--- src/rtl/syn_pkg.sv ---
// Shared types for the sync-frame receiver: byte-receiver and frame-FSM states,
// plus the default frame header value.
package syn_pkg;

    typedef enum logic [1:0] {
        RX_IDLE,
        RX_START,
        RX_DATA,
        RX_STOP
    } rx_state_t;

    typedef enum logic [1:0] {
        FR_HUNT,
        FR_TIME,
        FR_CHECK
    } fr_state_t;

    localparam logic [7:0] SYNC_BYTE_DEFAULT = 8'hA5;

endpackage

--- src/rtl/syn_rx_byte.sv ---
// 8N1 serial byte receiver: 2-FF synchroniser, falling-edge start detect,
// mid-bit sampling, one-cycle valid / framing-error pulses.
module syn_rx_byte
    import syn_pkg::*;
#(
    parameter int CLKS_PER_BIT = 16
) (
    input  logic       clk_10M,
    input  logic       rst,
    input  logic       data_to_slave,
    output logic [7:0] rx_data,
    output logic       byte_valid,
    output logic       byte_ferr,
    output logic       idle
);

    localparam int CW = $clog2(CLKS_PER_BIT);
    localparam logic [CW-1:0] HALF_M1 = CW'(CLKS_PER_BIT / 2 - 1);
    localparam logic [CW-1:0] FULL_M1 = CW'(CLKS_PER_BIT - 1);

    logic [1:0]    sync_reg;
    logic          prev_reg;
    rx_state_t     state_reg, state_next;
    logic [CW-1:0] cnt_reg, cnt_next;
    logic [2:0]    idx_reg, idx_next;
    logic [7:0]    shift_reg, shift_next;
    logic          valid_reg, valid_next;
    logic          ferr_reg, ferr_next;

    logic line;
    logic fall;

    assign line = sync_reg[1];
    assign fall = prev_reg & ~line;

    // Synchroniser and edge history reset to the idle-high level so that
    // reset release never fabricates a falling edge on an idle line.
    always_ff @(posedge clk_10M or posedge rst) begin
        if (rst) begin
            sync_reg  <= 2'b11;
            prev_reg  <= 1'b1;
            state_reg <= RX_IDLE;
            cnt_reg   <= '0;
            idx_reg   <= '0;
            shift_reg <= '0;
            valid_reg <= 1'b0;
            ferr_reg  <= 1'b0;
        end else begin
            sync_reg  <= {sync_reg[0], data_to_slave};
            prev_reg  <= line;
            state_reg <= state_next;
            cnt_reg   <= cnt_next;
            idx_reg   <= idx_next;
            shift_reg <= shift_next;
            valid_reg <= valid_next;
            ferr_reg  <= ferr_next;
        end
    end

    always_comb begin
        state_next = state_reg;
        cnt_next   = cnt_reg;
        idx_next   = idx_reg;
        shift_next = shift_reg;
        valid_next = 1'b0;
        ferr_next  = 1'b0;
        case (state_reg)
            RX_IDLE: begin
                if (fall) begin
                    state_next = RX_START;
                    cnt_next   = '0;
                end
            end
            RX_START: begin
                if (cnt_reg == HALF_M1) begin
                    cnt_next   = '0;
                    idx_next   = '0;
                    state_next = line ? RX_IDLE : RX_DATA;
                end else begin
                    cnt_next = cnt_reg + 1'b1;
                end
            end
            RX_DATA: begin
                if (cnt_reg == FULL_M1) begin
                    cnt_next   = '0;
                    shift_next = {line, shift_reg[7:1]};
                    idx_next   = idx_reg + 1'b1;
                    if (idx_reg == 3'd7) begin
                        state_next = RX_STOP;
                    end
                end else begin
                    cnt_next = cnt_reg + 1'b1;
                end
            end
            RX_STOP: begin
                if (cnt_reg == FULL_M1) begin
                    cnt_next   = '0;
                    valid_next = line;
                    ferr_next  = ~line;
                    state_next = RX_IDLE;
                end else begin
                    cnt_next = cnt_reg + 1'b1;
                end
            end
            default: state_next = RX_IDLE;
        endcase
    end

    assign rx_data    = shift_reg;
    assign byte_valid = valid_reg;
    assign byte_ferr  = ferr_reg;
    assign idle       = (state_reg == RX_IDLE);

endmodule

--- src/rtl/syn_rx_frame.sv ---
// Time-sync frame receiver: SYNC_BYTE, TIME_BYTES little-endian time bytes,
// XOR checksum; publishes the validated time word with a one-cycle strobe.
module syn_rx_frame
    import syn_pkg::*;
#(
    parameter int         CLKS_PER_BIT = 16,
    parameter int         TIME_BYTES   = 2,
    parameter logic [7:0] SYNC_BYTE    = SYNC_BYTE_DEFAULT,
    parameter int         GAP_BITS     = 20
) (
    input  logic                    clk_10M,
    input  logic                    rst,
    input  logic                    data_to_slave,
    output logic [8*TIME_BYTES-1:0] syn_time,
    output logic                    syn_set,
    output logic                    load_ready,
    output logic                    frame_err,
    output logic                    rx_busy
);

    localparam int SW        = 8 * TIME_BYTES;
    localparam int GAP_LIMIT = GAP_BITS * CLKS_PER_BIT;
    localparam int GW        = $clog2(GAP_LIMIT + 1);

    logic [7:0] rx_data;
    logic       byte_valid;
    logic       byte_ferr;
    logic       rx_idle;

    syn_rx_byte #(
        .CLKS_PER_BIT(CLKS_PER_BIT)
    ) u_byte (
        .clk_10M      (clk_10M),
        .rst          (rst),
        .data_to_slave(data_to_slave),
        .rx_data      (rx_data),
        .byte_valid   (byte_valid),
        .byte_ferr    (byte_ferr),
        .idle         (rx_idle)
    );

    fr_state_t     fstate_reg, fstate_next;
    logic [1:0]    idx_reg, idx_next;
    logic [7:0]    csum_reg, csum_next;
    logic [GW-1:0] gap_reg, gap_next;
    logic [SW-1:0] time_reg, time_next;
    logic          set_reg, set_next;
    logic          err_reg, err_next;
    logic          ready_reg, ready_next;
    logic          timeout;
    logic          load_lane;

    logic [7:0]    shadow_reg [TIME_BYTES];
    logic [SW-1:0] shadow_flat;

    assign load_lane = (fstate_reg == FR_TIME) && byte_valid;

    for (genvar gi = 0; gi < TIME_BYTES; gi++) begin : g_lane
        always_ff @(posedge clk_10M or posedge rst) begin
            if (rst) begin
                shadow_reg[gi] <= '0;
            end else if (load_lane && idx_reg == 2'(gi)) begin
                shadow_reg[gi] <= rx_data;
            end
        end
        assign shadow_flat[8*gi +: 8] = shadow_reg[gi];
    end

    always_ff @(posedge clk_10M or posedge rst) begin
        if (rst) begin
            fstate_reg <= FR_HUNT;
            idx_reg    <= '0;
            csum_reg   <= '0;
            gap_reg    <= '0;
            time_reg   <= '0;
            set_reg    <= 1'b0;
            err_reg    <= 1'b0;
            ready_reg  <= 1'b0;
        end else begin
            fstate_reg <= fstate_next;
            idx_reg    <= idx_next;
            csum_reg   <= csum_next;
            gap_reg    <= gap_next;
            time_reg   <= time_next;
            set_reg    <= set_next;
            err_reg    <= err_next;
            ready_reg  <= ready_next;
        end
    end

    // gap_reg counts idle cycles since the last stop-bit sample; the
    // byte_valid cycle itself is already idle, hence the restart value of 1.
    assign timeout = (fstate_reg != FR_HUNT) && rx_idle && !byte_valid &&
                     (gap_reg == GW'(GAP_LIMIT - 1));

    always_comb begin
        fstate_next = fstate_reg;
        idx_next    = idx_reg;
        csum_next   = csum_reg;
        time_next   = time_reg;
        set_next    = 1'b0;
        err_next    = 1'b0;
        ready_next  = ready_reg;

        if (byte_valid) begin
            gap_next = GW'(1);
        end else if (fstate_reg == FR_HUNT) begin
            gap_next = '0;
        end else if (rx_idle) begin
            gap_next = gap_reg + 1'b1;
        end else begin
            gap_next = gap_reg;
        end

        case (fstate_reg)
            FR_HUNT: begin
                if (byte_valid && rx_data == SYNC_BYTE) begin
                    fstate_next = FR_TIME;
                    idx_next    = '0;
                    csum_next   = '0;
                end
            end
            FR_TIME: begin
                if (byte_valid) begin
                    csum_next = csum_reg ^ rx_data;
                    if (idx_reg == 2'(TIME_BYTES - 1)) begin
                        fstate_next = FR_CHECK;
                    end else begin
                        idx_next = idx_reg + 1'b1;
                    end
                end else if (byte_ferr || timeout) begin
                    err_next    = 1'b1;
                    fstate_next = FR_HUNT;
                end
            end
            FR_CHECK: begin
                if (byte_valid) begin
                    if (rx_data == csum_reg) begin
                        time_next  = shadow_flat;
                        set_next   = 1'b1;
                        ready_next = 1'b1;
                    end else begin
                        err_next = 1'b1;
                    end
                    fstate_next = FR_HUNT;
                end else if (byte_ferr || timeout) begin
                    err_next    = 1'b1;
                    fstate_next = FR_HUNT;
                end
            end
            default: fstate_next = FR_HUNT;
        endcase
    end

    assign syn_time   = time_reg;
    assign syn_set    = set_reg;
    assign frame_err  = err_reg;
    assign load_ready = ready_reg;
    assign rx_busy    = (fstate_reg != FR_HUNT);

endmodule
--- config.mk ---
export PLATFORM = sky130hd
export DESIGN_NAME = syn_rx_frame
export DESIGN_NICKNAME = d
export VERILOG_FILES = /design/src/rtl/syn_pkg.sv /design/src/rtl/syn_rx_byte.sv /design/src/rtl/syn_rx_frame.sv
export SDC_FILE = /design/constraint.sdc
export NUM_CORES = 1
export LEC_CHECK = 0
export BUFFER_PORTS_ARGS = -buffer_cell sky130_fd_sc_hd__buf_2
export CAP_MARGIN = 20
export CORE_ASPECT_RATIO = 0.5
export CORE_UTILIZATION = 50
export DETAILED_ROUTE_END_ITERATION = 10
export PLACE_DENSITY_LB_ADDON = 0.2
export SETUP_SLACK_MARGIN = 0.3
export SKIP_CTS_REPAIR_TIMING = 1
export SYNTH_ARGS = -nofsm -noshare
export SYNTH_HDL_FRONTEND = slang
export SYNTH_SLANG_ARGS = --single-unit
--- constraint.sdc ---
create_clock -name clk_10M -period 2.6 [get_ports clk_10M]
set_input_delay 0 -clock clk_10M [delete_from_list [all_inputs] [get_ports clk_10M]]
set_output_delay 0 -clock clk_10M [all_outputs]
set_load 0.01 [all_outputs]
* Word level (Yosys, flattened, before mapping) *
Cells that the tools add are included.

cells by class
  add/sub/neg operators = 4
  equal/unequal tests = 21
  muxes and demuxes = 42
  bitwise logic cells = 3
  reductions and logical operators = 24

operators by type and width
  cell                                                                    number
  2-bit 2-to-1 mux                                                        14
  9-bit 2-to-1 mux                                                        3
  8-bit 2-to-1 mux                                                        2
  8-bit one-hot mux with 2 select lines                                   1
  2-bit by 1-bit != test with 1-bit output (second input constant)        7
  4-bit 2-to-1 mux                                                        3
  4-bit one-hot mux with 3 select lines                                   1
  1-bit 2-to-1 mux                                                        11
  9-bit by 1-bit adder with 9-bit output (second input constant)          1
  9-bit equality test (second input constant)                             1
  3-bit AND reduction                                                     3
  8-bit equality test                                                     1
  8-bit equality test (second input constant)                             1
  2-bit one-hot mux with 4 select lines                                   1
  8-bit bitwise XOR                                                       1
  1-bit logical AND                                                       7
  2-bit by 1-bit equality test with 1-bit output (second input constant)  3
  2-bit equality test (second input constant)                             3
  2-bit logical NOT                                                       3
  3-bit 2-to-1 mux                                                        2
  2-bit one-hot mux with 3 select lines                                   1
  3-bit one-hot mux with 2 select lines                                   1
  2-bit nonzero test                                                      3
  5-bit AND reduction                                                     1
  other kinds (18)                                                        19

storage, ports and cells
  bits in registers = 78
  input bits = 3
  output and inout bits = 20
  word-level logic and storage cells = 112

* Depth between registers and ports, before layout *
Gate-level depths: netlist of run 1.

  depth in word-level cells = 8
  mapped depth = 9
  depth with buffers taken out = 7

* Hierarchy *
A second synthesis of run 1 with hierarchy kept.

unflattened totals
  cells, all modules = 299
  area total of the unflattened synthesis = 3,732.3 um^2

modules (own cells, without submodules)
  module        times used  cells each  area each (um^2)  seq. area each (um^2)
  syn_rx_frame  1           220         2,692.6           1,401.3
  syn_rx_byte   1           79          1,039.7           554.3

* Least setup slack after synthesis of run 1 *
Ideal clock, no wire load.

  kind = register to register
  from = register u_byte.shift_reg[1] (netlist: u_byte.rx_data[1])
  to = register time_reg[0] (netlist: syn_time[0])
  setup time = 0.125 ns
  arrival time = 2.034 ns
  required time = 2.475 ns
  slack = 0.441 ns
  stages on the path, launching flop included = 7
  path buffers = 1
  period minus slack after synthesis = 2.159 ns
  cells stage by stage = dfrtp_1 xor2_1 a221o_1 or4_4 nor2_8 buf_12 mux2_4

between the ends
  longest elaborated chain between the ends = 2

RTL lines
  element                               RTL line             RTL
  start: declaration                    syn_rx_byte.sv:26    logic [7:0] shift_reg, shift_next;
  start signal: assignment              syn_rx_byte.sv:54    shift_reg <= shift_next;
  8-bit equality test                   syn_rx_frame.sv:138  if (rx_data == csum_reg) begin
  3-bit AND reduction (no source line)  --
  end signal: assignment                syn_rx_frame.sv:84   time_reg <= time_next;
  end: declaration                      syn_rx_frame.sv:46   logic [SW-1:0] time_reg, time_next;

No other way between the ends.
A chain may end at the register's enable or synchronous reset.

* Final worst setup path of run 1 *
  from = register u_byte.shift_reg[1] (netlist: u_byte.rx_data[1])
  to = register time_reg[11] (netlist: syn_time[11])

The elaborated chain is that of the path after synthesis.

==> metrics.txt, run 1 <==
placed cells=411; RSZ-0062 raised after global routing=no; Worst VDD drop=between 0.3 and 0.4 mV; Layout Skew=0.00605 ns; Hold Path Class=in2reg; GP Congestion=between 0.8 and 0.9; final setup fails=0; Yosys warnings=0; largest net degree at the start of global routing=44; CTS Buf Count=9; CTS tree=done; CP max FO=14; io pins=23; Final HPWL DP=roughly 4000 um; Nets=around 350; Port Buffers=22; Leakage=approximately 0.0020 uW; sequential element share of the synthesized area=0.556; vias in the first global route=around 2200; chain of cells forming the critical path=xor2_1 > a221o_1 > or4_4 > nor2_8 > buf_12 > mux2_2; Clock Pin Slew Worst Setup and Hold Paths=about 0.06 ns; outcome=completed; share of cells above drive strength 1=0.272; Max stage delay cell, worst path=or4_4; WL per Instance=14.6 um; Synth top area share=0.533; final cell count without fillers=430; worst-margin pin slew=between 0.7 and 0.8 ns; antenna-violating nets left=0; Rel. slew slack=0.513; Initial Util=0.521; DRT Pass-1 Iters=4; GRT Resource Usage Total=0.197; area delta synth->final=17.4%; first-pass GRT wire length=roughly 11000 um; latest clock arrival within the worst-skew pair=0.34 ns; CTS HTree Levels=3; fin. max-slew vios=0; worst reg-to-reg setup slack=slightly above 0.4 ns; CP required=around 2.8 ns; Overflow after GRT=0; antenna cells=0; via count=approximately 2200; commonest non-fill, non-tap cell in the layout=dfrtp_1; Via density=~5.2; crit-path max cell delay=roughly 0.58 ns; Hold Fails Final Rpt=0; power per cell area=about 730 nW/um^2; post-synthesis cell type count=41; die width=approximately 120 um; Mapped Avg Cell Area=~12 um^2; Worst Setup Start Kind=flop; die height=around 61 um; MaxCap Viol Count=0; post-layout min period=between 2 and 2.5 ns; most frequent cells in the layout=dfrtp_1 (74), mux2_2 (27), o21ai_0 (26); Crit Path Category=reg2reg; final wirelength=between 6000 and 7000 um; CTS sink count=78; Arr. time, crit path=about 2.4 ns; area leader, netlist=dfrtp_1; CTS Buffer Depth=2; period utilisation layout=0.842; syn_nets=between 300 and 400; Crit. End Element=flop; fmax=457 MHz; drt drc=0; setup TNS=0 ns; Mapped Area=approximately 3500 um^2; die area=about 7400 um^2; Area contributors post-synth=dfrtp_1 (53%), mux2_2 (8.6%), o21ai_0 (3.7%); cell count after synthesis=303; initial antenna violation count=0; Clk Tree Root Cell=clkbuf_16; Yosys reg bits=78; Rows=21; DR iter-0 viols=84; placeable core area=between 6000 and 7000 um^2
==> synthesized netlist by cell type, drive strengths merged <==
library cell   n
or2b           2
o21ai         26
a21o           2
mux2i          2
a22o           2
xor2           8
or2            3
nand2         23
or4            1
and2b          1
o22ai          5
nand3b         4
a31oi          1
or3            2
or3b           1
nand3          8
dfstp          3
clkbuf         9
dfrtp         75
nor2          16
o41ai          1
o2111ai        1
mux2          35
nor2b          4
nand2b         6
ha            10
nand4          2
buf            3
a21boi         1
nor3           4
inv           20
xnor2          6
a221o          1
nand4b         3
nor4           2
a21oi         10
==> cell families (layout without fill, tap and decap cells) <==
family	after synthesis	in the layout	share of synthesized area
adder cells (fa/ha/maj)	10	10	0.0355
AND/OR/NAND/NOR	82	82	0.127
flip-flops	78	78	0.556
multiplexers	37	37	0.126
AO/OA/AOI/OAI	50	50	0.0811
XOR/XNOR	14	14	0.0348
buffers and inverters	32	67	0.0395
==> final timing paths <==
path                                      end               start  depth (start not counted)
min reg2reg                u_byte.sync_reg[1]  u_byte.sync_reg[0]                          0
max                              syn_time[11]   u_byte.rx_data[1]                          6
min                        u_byte.sync_reg[0]       data_to_slave                          2
max reg2reg                      syn_time[11]   u_byte.rx_data[1]                          6
min in group asynchronous        syn_time[15]                 rst                          3
max in group asynchronous     u_byte.prev_reg                 rst                          4
==> per-stage QoR <==
stage / total power (uW) / instance area (um^2) / util / hold slack, ns / worst slack (ns)
5_1_grt: 3140 / 4130 / 0.612 / 0.307 / 0.324
2_1_floorplan: 1540 / 3520 / - / 0.00448 / 0.441
4_1_cts: 3040 / 4080 / 0.605 / -0.250 / 0.258
6_report: 3010 / 4130 / 0.612 / 0.301 / 0.410
3_5_place_dp: 1590 / 3740 / 0.554 / 0.106 / 0.273
3_3_place_gp: 1580 / 3740 / 0.554 / 0.109 / 0.327
==> cell type report <==
type / count / area [um^2]
fill: 542 / 2620
sequential: 78 / 1960
multi-input combinational: 193 / 1430
timing repair buffer: 32 / 215
clock inverter: 5 / 106
tap: 92 / 115
clock buffer: 10 / 239
inverter: 20 / 75.1
==> worst max-delay path: cells and delay by family (launching register included) <==
kind                   cells  cell delay [ns]
AND/OR/NAND/NOR            2             0.70
flip-flops                 1             0.45
multiplexers               1             0.34
AO/OA/AOI/OAI              1             0.26
XOR/XNOR                   1             0.17
buffers and inverters      1             0.15
==> routing by layer <==
layer	track usage	vias up	wire length, um
met5	0	-	0
met4	0.0776	0	84
met3	0.0759	11	278
met2	0.324	40	2960
met1	0.241	1088	2970
li1	-	1107	-
==> power by group <==
group	switching (uW)	total, uW	internal (uW)
clock network	476	1440	961
registers	69.2	1330	1270
logic	141	239	98.0
total	686	3010	2320
Note: power is estimated with default switching activity, not from simulation.
==> run 2: changes to the inputs <==
--- a/config.mk
+++ b/config.mk
@@ -5,6 +5,7 @@
 export SDC_FILE = /design/constraint.sdc
 export NUM_CORES = 1
 export LEC_CHECK = 0
+export ABC_AREA = 1
 export BUFFER_PORTS_ARGS = -buffer_cell sky130_fd_sc_hd__buf_2
 export CAP_MARGIN = 20
 export CORE_ASPECT_RATIO = 0.5
==> constraint.sdc (replaced) <==
create_clock -name clk_10M -period 2.2 [get_ports clk_10M]
set_input_delay 0 -clock clk_10M [delete_from_list [all_inputs] [get_ports clk_10M]]
set_output_delay 0 -clock clk_10M [all_outputs]
set_load 0.01 [all_outputs]
==> run 2 against run 1 <==
  * Hold slack better by 0.0049 ns
  * Global-route usage about the same
  * Area after synthesis increased by 0.32%
  * Sequential share of layout area rose by 0.40 points
  * Die area is 0.31% higher
  * Non-clock buffer count down 3
  * First-iteration DRC count up 88%
  * Worst setup slack improved by 0.099 ns
  * Combinational power is 42% higher
  * Core utilization down 0.56 points
  * Final cell count rose by 25%
  * Via count up 19%
  * Critical endpoint is now fstate_reg[1]
==> metrics.txt, run 2 <==
outcome=completed; Final Hold Slack=0.306 ns (+0.00488 ns); DR iter-0 viols=158 (+88%); MaxCap Viol Count=0 (unchanged); Via density=4.98 (-4.7%); CP dominant cell by count=nand2_1; async set-or-reset flop fraction in the synthesized netlist=1.00 (unchanged); RR Endpoint=fstate_reg[1]; Crit. End Element=flop; period utilisation layout=0.769 (-0.0737); Clk Tree Root Cell=clkbuf_16; Area contributors post-synth=dfrtp_1 (53%), nand2_1 (15%), o21ai_0 (5.1%); post-route setup slack=0.509 ns (+0.0991 ns); Port Buffers=22 (unchanged); post-layout min period=1.69 ns (-0.499 ns); chain of cells forming the critical path=inv_1 > ha_1 > clkinv_1 > a211oi_1 > nand2_1 > nand2_1 > nand2_1 > inv_1; largest net degree at the start of global routing=50 (+14%); top-count cell post-synth=nand2_1; antenna-violating nets left=0 (unchanged); placeable core area=6750 um^2 (unchanged); final cell count without fillers=537 (+25%); Yosys reg bits=78 (unchanged); syn_nets=419 (+33%); Clock Pin Slew Worst Setup and Hold Paths=0.06 ns (about the same); post-synthesis cell type count=35 (-15%); Overflow after GRT=0 (unchanged); via count=2673 (+19%); Layout Skew=0.00933 ns (+0.00328 ns); WL per Instance=12.3 um (-16%); fmax=591 MHz (+30%); die width=121 um (+0.16%); Nets=453 (+31%); FF-to-FF Start=fstate_reg[1]; number of flops mapped to enable cells by yosys=0 (unchanged); placed cells=516 (+26%); CTS Buffer Depth=2 (unchanged); antenna cells=0 (unchanged); DRT Pass-1 Iters=4 (unchanged); DP Worst Slack=0.476 ns (+0.203 ns); cell count after synthesis=406 (+34%); CP max FO=10 (-4); setup TNS=0 ns (unchanged); worst reg-to-reg setup slack=0.51 ns (+0.10 ns); Rows=21 (unchanged); CTS Buf Count=9 (unchanged); Final HPWL DP=4510 um (+9.4%); fin. max-slew vios=0 (unchanged); Arr. time, crit path=1.96 ns (-0.45 ns); Mapped Avg Cell Area=8.70 um^2 (-25%); most frequent cells in the layout=nand2_1 (145), dfrtp_1 (75), inv_1 (41); Initial Util=0.523 (+0.00167); CTS HTree Levels=3 (unchanged); die area=7420 um^2 (+0.31%); worst-margin pin slew=0.645 ns (-0.0844 ns); FF-to-FF path depth=8 (+2); die height=61.4 um (+0.15%); Crit Path Category=reg2reg; vias in the first global route=2500 (+14%); Hold Path Class=in2async; latest clock arrival within the worst-skew pair=0.33 ns (about the same); io pins=23 (unchanged); power per cell area=826 nW/um^2 (+13%); Max stage delay cell, worst path=dfrtp_1; most frequent cells after synthesis=nand2_1 (145), dfrtp_1 (75), inv_1 (42); CP required=2.47 ns (-0.35 ns); GP Congestion=0.849 (+4.6%); Worst VDD drop=0.417 mV (+17%); GRT Resource Usage Total=0.197 (+0.000299); Leakage=0.00207 uW (+4.4%); Synth top area share=0.532 (-0.00170); share of cells above drive strength 1=0.142 (-0.131); initial antenna violation count=0 (unchanged); top_reg_cell synth=dfrtp_1; area delta synth->final=16.0%; Worst Setup Start Kind=flop; crit-path max cell delay=0.40 ns (-0.18 ns); final setup fails=0 (unchanged); CTS tree=done; first-pass GRT wire length=11000 um (+3.0%); Hold Fails Final Rpt=0 (unchanged); Rel. slew slack=0.569 (+0.0561); sequential element share of the synthesized area=0.554 (-0.00177); commonest non-fill, non-tap cell in the layout=nand2_1; final wirelength=6590 um (+4.6%); Mapped Area=3530 um^2 (+0.32%); Yosys warnings=0 (unchanged); drt drc=0 (unchanged); RSZ-0062 raised after global routing=no; CTS sink count=78 (unchanged); area leader, netlist=dfrtp_1
==> run 2: cell count changes after synthesis, sizes merged, moves of 5 or more <==
cell	before	now
nand2	23	146
inv	20	45
nand3	8	16
clkbuf	9	3
o21ai	26	38
nand2b	6	0
mux2	35	0
xor2	8	3
nor2	16	32
a21oi	10	4
==> run 2: worst max path at each step <==
stage             startpoint         endpoint  depth (start not counted)
3_3_place_gp   fstate_reg[0]    fstate_reg[1]                         13
5_1_grt        fstate_reg[1]  shadow_flat[10]                          6
4_1_cts        fstate_reg[0]       idx_reg[1]                          9
6_report       fstate_reg[1]    fstate_reg[1]                          8
3_5_place_dp   fstate_reg[0]       idx_reg[1]                          9
2_1_floorplan  fstate_reg[0]    fstate_reg[1]                         12
==> run 2: cell type report <==
class	instances	area (um^2)
fill	576	2660
tap	92	115
clock buffer	9	225
multi-input combinational	275	1360
timing repair buffer	29	180
clock inverter	7	72.6
inverter	47	186
sequential	78	1960
==> run 2: metrics by stage <==
stage / area (um^2) / utilization / power (uW)
5_1_grt: 4100 / 0.606 / 3540
3_3_place_gp: 3750 / 0.555 / 1930
6_report: 4100 / 0.606 / 3380
2_1_floorplan: 3530 / - / 1860
4_1_cts: 4050 / 0.600 / 3420
3_5_place_dp: 3750 / 0.555 / 1940
==> run 2: report_power, final <==
part           switching (uW)  internal, uW
registers                78.7          1490
clock network             590           879
logic                     221           119
total                     890          2490
==> run 2: per-layer routing <==
layer  GRT usage  vias to the layer above  part of all wire
met5           0                        -                 0
met4      0.0917                        0             0.018
met3      0.0685                       11             0.041
met2       0.342                       59              0.46
met1       0.229                     1260              0.48
li1            -                     1343                 -
==> run 2: cells by family after synthesis <==
logic type      count (synthesis)  share of synthesized area
mux                             1                    0.00283
flops                          78                      0.554
simple gates                  204                      0.243
xor+xnor                       12                     0.0298
fa+ha+maj                      10                     0.0354
buf+inv                        53                     0.0610
compound gates                 48                     0.0741
==> run 2: worst max-delay path: cells and delay by family, from the launching register on <==
kind	cells	cell delay (ns)
buf+inv	3	0.45
simple gates	3	0.19
flops	1	0.40
compound gates	1	0.33
fa+ha+maj	1	0.26
==> run 3: changes to the inputs <==
==> constraint.sdc (replaced) <==
create_clock -name clk_10M -period 1.7 [get_ports clk_10M]
set_input_delay 0 -clock clk_10M [delete_from_list [all_inputs] [get_ports clk_10M]]
set_output_delay 0 -clock clk_10M [all_outputs]
set_load 0.01 [all_outputs]
==> run 3 against run 2 <==
  * Global-route usage rose by 0.93 points
  * Core utilization up 9.4 points
  * Count of clock-buffer cells in the layout is 2 higher
  * Non-clock buffer count rose by 27
  * Sequential power increased by 31%
  * Maximum frequency rose by 7.5%
  * Critical path type unchanged
==> metrics.txt, run 3 (synthesized netlist as in run 2, its figures left out) <==
Nets=482 (+6.4%); Via density=5.07 (+1.9%); Hold Fails Final Rpt=0 (unchanged); vias in the first global route=2509 (+0.36%); Final HPWL DP=4790 um (+6.4%); Hold Path Class=in2async; Worst Setup Start Kind=flop; final setup fails=0 (unchanged); RSZ-0062 raised after global routing=yes; setup TNS=0 ns (unchanged); Rows=21 (unchanged); die width=121 um (unchanged); CP max FO=8 (-2); Max stage delay cell, worst path=dfrtp_2; area post-placement=3820 um^2 (+1.7%); CP required=1.92 ns (-0.55 ns); initial antenna violation count=0 (unchanged); power per cell area=951 nW/um^2 (+15%); Crit Path Category=reg2reg; DR iter-0 viols=179 (+13%); worst-margin pin slew=0.635 ns (-0.0101 ns); WL per Instance=14.1 um (+15%); Worst VDD drop=0.466 mV (+12%); CTS tree=done; latest clock arrival within the worst-skew pair=0.33 ns (about the same); Layout Skew=0.00653 ns (-0.00280 ns); Port Buffers=22 (unchanged); CTS HTree Levels=3 (unchanged); commonest non-fill, non-tap cell in the layout=nand2_1; CP dominant cell by count=nand2_1; area delta synth->final=33.9%; Util after Layout=0.700 (+0.0938); CTS Buffer Depth=2 (unchanged); outcome=completed; share of cells above drive strength 1=0.367 (+0.226); CTS sink count=78 (unchanged); final cell count without fillers=566 (+5.4%); DRT Pass-1 Iters=4 (unchanged); Arr. time, crit path=1.80 ns (-0.16 ns); period utilisation layout=0.925 (+0.156); fin. max-slew vios=0 (unchanged); Design Power=4500 uW (+33%); Clk Tree Root Cell=clkbuf_16; post-layout min period=1.57 ns (-0.119 ns); Initial Util=0.523 (unchanged); CTS Buf Count=9 (unchanged); FF-to-FF path depth=7 (-1); Rel. slew slack=0.576 (+0.00672); die area=7420 um^2 (unchanged); Crit. End Element=flop; final wirelength=7990 um (+21%); Overflow after GRT=0 (unchanged); chain of cells forming the critical path=xnor2_2 > nand2_1 > nor2_2 > nand3_4 > clkbuf_16 > nand2_2 > nand2_1; placed cells=521 (+0.97%); io pins=23 (unchanged); placeable core area=6750 um^2 (unchanged); fmax=636 MHz (+7.5%); GRT Resource Usage Total=0.207 (+0.00933); MaxCap Viol Count=0 (unchanged); GP Congestion=0.856 (+0.87%); largest net degree at the start of global routing=34 (-32%); Design Area, Final=4730 um^2 (+15%); most frequent cells in the layout=nand2_1 (99), dfrtp_1 (69), nand2_2 (36); Clock Pin Slew Worst Setup and Hold Paths=0.06 ns (about the same); drt drc=0 (unchanged); antenna-violating nets left=0 (unchanged); via count=2872 (+7.4%); first-pass GRT wire length=11400 um (+4.1%); Leakage=0.00231 uW (+12%); crit-path max cell delay=0.44 ns (+0.04 ns); antenna cells=0 (unchanged); die height=61.4 um (unchanged)
==> run 3: layout make-up <==
cell class / instances / area (um^2)
inverters: 47 / 200
clock inverters: 5 / 35.0
clock buffers: 11 / 243
well taps: 92 / 115
repair buffers: 56 / 454
multi-input cells: 276 / 1710
fillers: 481 / 2020
flip-flops and latches: 78 / 1960
repair inverters: 1 / 6.26
==> run 3: layer usage <==
metal	global-route usage	share of wire	up-vias
met3	0.0639	0.041	10
met2	0.362	0.52	64
met1	0.250	0.43	1403
met5	0	0	-
li1	-	-	1395
met4	0.0741	0.010	0
==> run 3: path summary, 6_finish.rpt <==
kind / slack (ns) / end / from
worst max-delay path: 0.13 / syn_time[1] / u_byte.rx_data[7]
worst min-delay path: 0.29 / u_byte.cnt_reg[0] / rst
worst max register to register: 0.13 / syn_time[1] / u_byte.rx_data[7]
worst min register to register: 0.36 / u_byte.sync_reg[1] / u_byte.sync_reg[0]
max in group asynchronous: 0.84 / u_byte.rx_data[3] / rst
min in group clk_10M: 0.31 / u_byte.sync_reg[0] / data_to_slave
==> run 3: metrics by stage <==
stage          worst slack [ns]  hold slack, ns
3_3_place_gp             0.0752           0.107
3_5_place_dp            0.00424           0.106
6_report                  0.127           0.290
4_1_cts                -0.00764          -0.245
2_1_floorplan             0.237         0.00448
5_1_grt                  0.0646           0.302
==> run 3: power by group <==
group | switching [uW] | internal (uW) | total (uW)
logic | 388 | 271 | 658
clock network | 753 | 1030 | 1780
registers | 123 | 1930 | 2060
==> run 3: critical path: cells and delay by family (launching register included) <==
kind	cells	cell delay (ns)
and+or+nand+nor	5	0.57
DFF	1	0.44
buffers and inverters	1	0.24
xor gates and xnor gates	1	0.20
